[src/rtl/spi_host_pkg.sv]
// Shared types and constants for the SPI mode-0 host: FSM state encoding and byte geometry.
package spi_host_pkg;

  typedef enum logic [2:0] {
    ST_IDLE  = 3'd0,
    ST_SETUP = 3'd1,
    ST_SHIFT = 3'd2,
    ST_WAIT  = 3'd3,
    ST_HOLD  = 3'd4,
    ST_GAP   = 3'd5
  } spi_host_state_e;

  localparam int BitsPerByte = 8;
  localparam int SpiMode     = 0;

endpackage

[src/rtl/spi_host_tick.sv]
// SCK timebase: counts ClkDiv cycles per phase and flags the SCK rise/fall edges while shifting.
module spi_host_tick #(
  parameter int ClkDiv = 2
) (
  input  logic clk_i,
  input  logic rst_i,
  input  logic i_run,
  input  logic i_shift,
  output logic o_tick,
  output logic o_rise,
  output logic o_fall
);

  localparam int DivW = $clog2(ClkDiv + 1);
  localparam logic [DivW-1:0] LastCnt = DivW'(ClkDiv - 1);

  logic [DivW-1:0] r_cnt;
  logic            r_phase;
  logic            w_tick;

  assign w_tick = i_run && (r_cnt == LastCnt);

  // r_phase is the SCK level the current phase drives; it restarts low on every SHIFT entry.
  always_ff @(posedge clk_i or posedge rst_i) begin
    if (rst_i) begin
      r_cnt   <= '0;
      r_phase <= 1'b0;
    end else begin
      if (!i_run || w_tick) r_cnt <= '0;
      else                  r_cnt <= r_cnt + 1'b1;
      if (!i_shift)    r_phase <= 1'b0;
      else if (w_tick) r_phase <= ~r_phase;
    end
  end

  assign o_tick = w_tick;
  assign o_rise = w_tick && i_shift && !r_phase;
  assign o_fall = w_tick && i_shift && r_phase;

endmodule

[src/rtl/spi_host_lite.sv]
// Byte-stream SPI mode-0 initiator: bytes in on a valid/ready port, received bytes out as pulses.
module spi_host_lite
  import spi_host_pkg::*;
#(
  parameter int ClkDiv = 2
) (
  input  logic       clk_i,
  input  logic       rst_i,
  input  logic       tx_valid_i,
  output logic       tx_ready_o,
  input  logic [7:0] tx_data_i,
  input  logic       tx_last_i,
  output logic       rx_valid_o,
  output logic [7:0] rx_data_o,
  output logic       busy_o,
  output logic       spi_sck_o,
  output logic       spi_csb_o,
  output logic       spi_mosi_o,
  input  logic       spi_miso_i
);

  localparam logic [2:0] LastBit = 3'(BitsPerByte - 1);
  localparam logic       SckIdle = 1'(SpiMode / 2);

  spi_host_state_e r_state, w_next;
  logic [7:0] r_tx, r_rx, r_rx_data;
  logic [2:0] r_bit;
  logic       r_last, r_sck, r_csb, r_mosi, r_ready, r_rx_valid;
  logic       w_run, w_shift, w_tick, w_rise, w_fall, w_accept, w_byte_done;

  // Handshake: a byte moves on a cycle with tx_valid_i && tx_ready_o; tx_ready_o is a flop that
  // is high only in IDLE/WAIT, so data/last are only ever looked at on that cycle.
  assign w_accept    = tx_valid_i && r_ready;
  assign w_shift     = (r_state == ST_SHIFT);
  assign w_run       = (r_state != ST_IDLE) && (r_state != ST_WAIT);
  assign w_byte_done = w_shift && w_fall && (r_bit == LastBit);

  spi_host_tick #(.ClkDiv(ClkDiv)) u_tick (
    .clk_i   (clk_i),
    .rst_i   (rst_i),
    .i_run   (w_run),
    .i_shift (w_shift),
    .o_tick  (w_tick),
    .o_rise  (w_rise),
    .o_fall  (w_fall)
  );

  always_comb begin
    w_next = r_state;
    case (r_state)
      ST_IDLE:  if (w_accept)    w_next = ST_SETUP;
      ST_SETUP: if (w_tick)      w_next = ST_SHIFT;
      ST_SHIFT: if (w_byte_done) w_next = r_last ? ST_HOLD : ST_WAIT;
      ST_WAIT:  if (w_accept)    w_next = ST_SHIFT;
      ST_HOLD:  if (w_tick)      w_next = ST_GAP;
      ST_GAP:   if (w_tick)      w_next = ST_IDLE;
      default:                   w_next = ST_IDLE;
    endcase
  end

  always_ff @(posedge clk_i or posedge rst_i) begin
    if (rst_i) begin
      r_state    <= ST_IDLE;
      r_tx       <= '0;
      r_rx       <= '0;
      r_rx_data  <= '0;
      r_bit      <= '0;
      r_last     <= 1'b0;
      r_sck      <= SckIdle;
      r_csb      <= 1'b1;
      r_mosi     <= 1'b0;
      r_ready    <= 1'b0;
      r_rx_valid <= 1'b0;
    end else begin
      r_state    <= w_next;
      r_ready    <= (w_next == ST_IDLE) || (w_next == ST_WAIT);
      r_rx_valid <= 1'b0;
      if (w_accept) begin
        r_tx   <= tx_data_i;
        r_mosi <= tx_data_i[7];
        r_last <= tx_last_i;
        r_bit  <= '0;
        r_csb  <= 1'b0;
      end
      if (w_shift && w_rise) begin
        r_sck <= ~SckIdle;
        r_rx  <= {r_rx[6:0], spi_miso_i};
      end else if (w_shift && w_fall) begin
        r_sck <= SckIdle;
        if (r_bit == LastBit) begin
          r_rx_valid <= 1'b1;
          r_rx_data  <= r_rx;
          r_mosi     <= 1'b0;
        end else begin
          r_bit  <= r_bit + 1'b1;
          r_tx   <= {r_tx[6:0], 1'b0};
          r_mosi <= r_tx[6];
        end
      end
      if ((r_state == ST_HOLD) && w_tick) r_csb <= 1'b1;
    end
  end

  assign tx_ready_o = r_ready;
  assign rx_valid_o = r_rx_valid;
  assign rx_data_o  = r_rx_data;
  assign busy_o     = (r_state != ST_IDLE);
  assign spi_sck_o  = r_sck;
  assign spi_csb_o  = r_csb;
  assign spi_mosi_o = r_mosi;

endmodule

[config.mk]
export PLATFORM = sky130hd
export DESIGN_NAME = spi_host_lite
export DESIGN_NICKNAME = d
export VERILOG_FILES = /design/src/rtl/spi_host_pkg.sv /design/src/rtl/spi_host_tick.sv /design/src/rtl/spi_host_lite.sv
export SDC_FILE = /design/constraint.sdc
export NUM_CORES = 1
export LEC_CHECK = 0
export CAP_MARGIN = 40
export CORE_ASPECT_RATIO = 0.8
export CORE_MARGIN = 5
export CORE_UTILIZATION = 38
export DETAILED_ROUTE_END_ITERATION = 8
export SYNTH_ARGS = -nofsm -noshare
export SYNTH_HDL_FRONTEND = slang
export SYNTH_HIERARCHICAL = 1
export SYNTH_SLANG_ARGS = --single-unit
[constraint.sdc]
create_clock -name clk_i -period 5 [get_ports clk_i]
set_input_delay 1.25 -clock clk_i [delete_from_list [all_inputs] [get_ports clk_i]]
set_output_delay 1.25 -clock clk_i [all_outputs]
set_load 0.1 [all_outputs]
# After elaboration in Yosys (flattened, before gate mapping)
# Cells that the tools add are included.
totals:
  register_bits: 39
  input_bits: 13
  output_inout_bits: 14
  wordCells: 77
op_classes:
  addsub: 2
  eq_ne: 10
  muxes: 30
  bitwise_logic: 2
  reduce_logical: 20
op_table:
  columns: ["operator", "count"]
  rows:
  - ["3-bit two-way mux", 11]
  - ["8-bit two-way mux", 4]
  - ["3-bit case mux with 6 select lines", 1]
  - ["1-bit two-way mux", 13]
  - ["1-bit logical AND", 10]
  - ["3-bit by 2-bit == test with 1-bit output (second input constant)", 3]
  - ["3-bit == test (second input constant)", 3]
  - ["3-bit zero test", 2]
  - ["2-bit nonzero test", 2]
  - ["3-bit by 1-bit adder with 3-bit output (second input constant)", 1]
  - ["3-bit by 1-bit == test with 1-bit output (second input constant)", 1]
  - ["3-bit by 2-bit inequality test with 1-bit output (second input constant)", 1]
  - ["3-bit AND reduction", 1]
  - ["3-bit nonzero test", 1]
  - ["2-bit by 1-bit adder with 2-bit output (second input constant)", 1]
  - ["2-bit by 1-bit == test with 1-bit output (second input constant)", 1]
  - ["1-bit zero test", 2]
  - ["1-bit logical OR", 2]
  - ["2-bit two-way mux", 1]
  - ["2-bit inequality test (second input constant)", 1]
  - ["1-bit inverter", 2]

# Longest topological paths before layout
logic_depth:
  ltp_word: 11
  mapped_depth: 8
  mapped_depth_nobuf: 7

# Hierarchy
# The synthesis kept the hierarchy.
by_module_without_submodules:
  columns: ["mod", "instances", "cells_per_inst", "area_per_inst_um2", "seq_area_each_um2"]
  rows:
  - ["spi_host_lite", 1, 119, 1599.0, 877.1]
  - ["spi_host_tick", 1, 15, 140.1, 75.1]

# Least setup slack after synthesis
# OpenSTA, ideal clock, no wires.
synth_timing:
  path_type: "reg-to-output"
  from: "register r_state[2]"
  to: "output port busy_o"
  t_arrival_ns: 1.172
  required_ns: 3.750
  slack_ns: 2.578
  stages_incl_launch_ff: 4
  path_buffers: 1
  cell_sequence: "dfrtp_1 -> buf_2 -> nor3_1 -> inv_1"
synth_between:
  elab_chain_cells: 1
synth_rtl:
  columns: ["item", "line", "text"]
  rows:
  - ["from (decl)", "spi_host_lite.sv:25", "spi_host_state_e r_state, w_next;"]
  - ["from (signal assigned)", "spi_host_lite.sv:75", "r_state <= w_next;"]
  - ["3-bit nonzero test", "spi_host_lite.sv:107", "assign busy_o = (r_state != ST_IDLE);"]
  - ["to (decl)", "spi_host_lite.sv:15", "output logic busy_o,"]
# Every way passes these cells.

# Worst setup path in the final report
layout_timing:
  from: "register r_state[1]"
  to: "output port busy_o"
# Same word-level chain as after synthesis.

==> impl_metrics.json <==
{
  "peakVddDrop_mv": 0.339,
  "path_cells": "nor3_1, inv_1, clkdlybuf4s50_1, buf_8",
  "critPathSlowestCell": "dfrtp_1",
  "grt_pass1_vias": 1237,
  "slew_violations": 0,
  "synthFlopType": "dfrtp_1",
  "gp_congestion": 0.767,
  "multiInputGateArea_um2": 719,
  "clock_path_buffers": 2,
  "antenna_found_initial": 0,
  "ys_async_sr_fraction_pct": 100,
  "path_buf_inv": 3,
  "period_share_pct": 60.6,
  "ys_seq_elements": 38,
  "drt-pass1-iter-count": 4,
  "vias_per_cell": 4.98,
  "crit_family": "buffers and inverters",
  "numPortBuffers": 26,
  "seq_area_frac_synth_pct": 54.7,
  "postCtsResizedCells": 0,
  "fillers": 400,
  "synth_edf_count": 0,
  "synthCells": 134,
  "grtUsageTotal_pct": 12.4,
  "regToRegSetupSlack_ns": 2.36,
  "hold_class": "flop to flop",
  "postCtsSetupBuffers": 0,
  "required_ns": 3.75,
  "cp_slowest_stage_delay_ns": 0.51,
  "route.detailed.drc": 0,
  "htreeDepth": 2,
  "max_freq_ghz": 0.330,
  "finalHoldViolations": 0,
  "start_util_pct": 38.5,
  "clockRootBuffer": "clkbuf_8",
  "r2r_cells": 7,
  "synthTopCellsByArea": "dfrtp_1 (53%), mux2_2 (19%), mux2i_1 (2.9%)",
  "yosys.area.top_type": "dfrtp_1",
  "dieHeight_um": 70.5,
  "worst_skew_pair.late_latency_ns": 0.29,
  "worst_setup_path_end_kind": "primary output",
  "cts_buffers": 5,
  "skew_ns": 0.00728,
  "synth_top_area_share_pct": 53.2,
  "die_x_um": 85.6,
  "dr_total_vias": 1175,
  "r2r-end": "r_tx[6]",
  "syn-cell-area_um2": 1740,
  "cts_hold_buf": 0,
  "syn_area_per_cell_um2": 13.0,
  "slew_headroom_pct": 59.0,
  "seqCellArea_um2": 952,
  "antenna_cells": 0,
  "reg2reg_from": "r_state[1]",
  "clkSinkCount": 38,
  "yosysMostFrequentCell": "dfrtp_1",
  "worst_pin_slew_ns": 0.614,
  "nets": 192,
  "cts_tree": "done",
  "grt_setup_unrepaired": "no",
  "drive_above_1_share_pct": 31.3,
  "status": "completed",
  "p_leak_nw": 1.01,
  "dieArea_um2": 6040,
  "wl_per_cell_um": 14.1,
  "synth_common_cells": "dfrtp_1 (37), mux2_2 (29), inv_1 (8), nand2_1 (8)",
  "first_iter_violations": 59,
  "holdPathEnd": "u_tick/r_cnt[0]",
  "drt_wl_total_um": 3340,
  "yosysWarnings": 6,
  "synth.distinct_cells": 37,
  "start_kind": "flop",
  "p_per_area_nw_per_um2": 522,
  "syn_nets": 150,
  "crit_arrival_ns": 1.78,
  "path_class": "flop to primary output",
  "rows": 22,
  "crit_path_max_fanout": 10,
  "clkTransAtPathRegs_ns": 0.07,
  "setup_viol": 0,
  "tns_ns": 0,
  "final_core_util_pct": 51.9,
  "whs_path_depth": 1,
  "grt_pass1_wl_um": 5860,
  "ant_nets": 0,
  "grt.overflow.total": 0,
  "grt_max_degree": 36,
  "dp_hpwl_um": 2410,
  "cap_violations": 0,
  "io_pins": 27,
  "core_area_um2": 4510,
  "syn2layout_area_growth_pct": 34.7,
  "worstHoldStart": "u_tick/r_cnt[0]",
  "finalCriticalPeriod_ns": 3.03
}
==> worst max-delay path by stage <==
stage,start,to,slack (ns),cells after the start
after floorplan,r_state[2],busy_o,2.58,3
after detailed placement,tx_valid_i,r_tx[6],2.06,4
after global routing,r_state[1],busy_o,1.87,4
final,r_state[1],busy_o,1.97,4
after CTS,r_state[1],busy_o,1.98,4
after global placement,r_state[2],busy_o,1.97,3
==> final cells by class <==
class / count / area share, %
Timing Repair Buffer: 41 / 20.9
Sequential cell: 38 / 40.6
Inverter: 8 / 1.28
Clock buffer: 7 / 3.26
Multi-Input combinational cell: 82 / 30.7
Tap cell: 60 / 3.20
==> worst reg2reg max path: stages (launching register included) <==
cell and delay (ns):
dfrtp_1 0.56, nor2_1 0.15, o21bai_1 0.26, and2_1 0.29, and3_1 0.27, nand4bb_4 0.17, nor3_4 0.43, mux2_2 0.40
==> flip-flops by register name (all words and copies together) (netlist names) <==
register        cells
u_tick/r_phase      1
r_rx                8
r_tx                7
rx_data_o           8
spi_sck_o           1
spi_csb_o           1
r_bit               3
u_tick/r_cnt        2
r_state             3
r_last              1
spi_mosi_o          1
rx_valid_o          1
tx_ready_o          1
==> where the power goes <==
part           total (mW)  internal, mW  switching, mW
Combinational       0.538         0.248          0.290
Clock               0.192        0.0959         0.0959
Sequential          0.494         0.413         0.0806
Total                1.22         0.757          0.466
==> stage by stage <==
step	cell area [µm²]	std cells	setup WS (ns)	hold WS [ns]	power (mW)
final	2340	236	1.97	0.445	1.22
after global routing	2340	236	1.87	0.462	1.30
after CTS	2340	236	1.98	0.454	1.24
after detailed placement	2270	229	2.06	0.445	1.04
after global placement	2040	215	1.97	0.418	0.941
after floorplan	1740	134	2.58	0.409	0.856
==> cell usage in the layout, fill, tap and decap left out, types with 2 or more instances in the layout <==
cell type         n
a21oi_1           2
and2_1            3
buf_8            13
clkbuf_1          2
clkbuf_8          5
clkdlybuf4s50_1  26
dfrtp_1          37
ha_1              3
inv_1             8
mux2_2           29
mux2i_1           5
nand2_1           8
nand3_1           2
nor2_1            5
o21ai_0           4
==> cells by family (layout without fill, tap and decap cells) <==
| family | Yosys count | in the layout | synth area share (%) |
|---|---|---|---|
| buffers and inverters | 14 | 56 | 3.88 |
| adders and majority gates | 3 | 3 | 2.16 |
| and+or+nand+nor | 31 | 31 | 12.0 |
| muxes | 34 | 34 | 21.7 |
| AOI/OAI and AO/OA | 14 | 14 | 5.54 |
| DFF | 38 | 38 | 54.7 |
==> metal layers <==
| layer | up-vias | GRT usage, % | routed length (µm) | part of all wire (%) |
|---|---|---|---|---|
| li1 | 555 | - | - | - |
| met1 | 582 | 15.8 | 1440 | 43 |
| met2 | 33 | 19.5 | 1650 | 49 |
| met3 | 5 | 5.19 | 226 | 6.8 |
| met4 | 0 | 3.16 | 22 | 0.66 |
| met5 | - | 0 | 0 | 0 |
(Power assumes the default switching activity.)
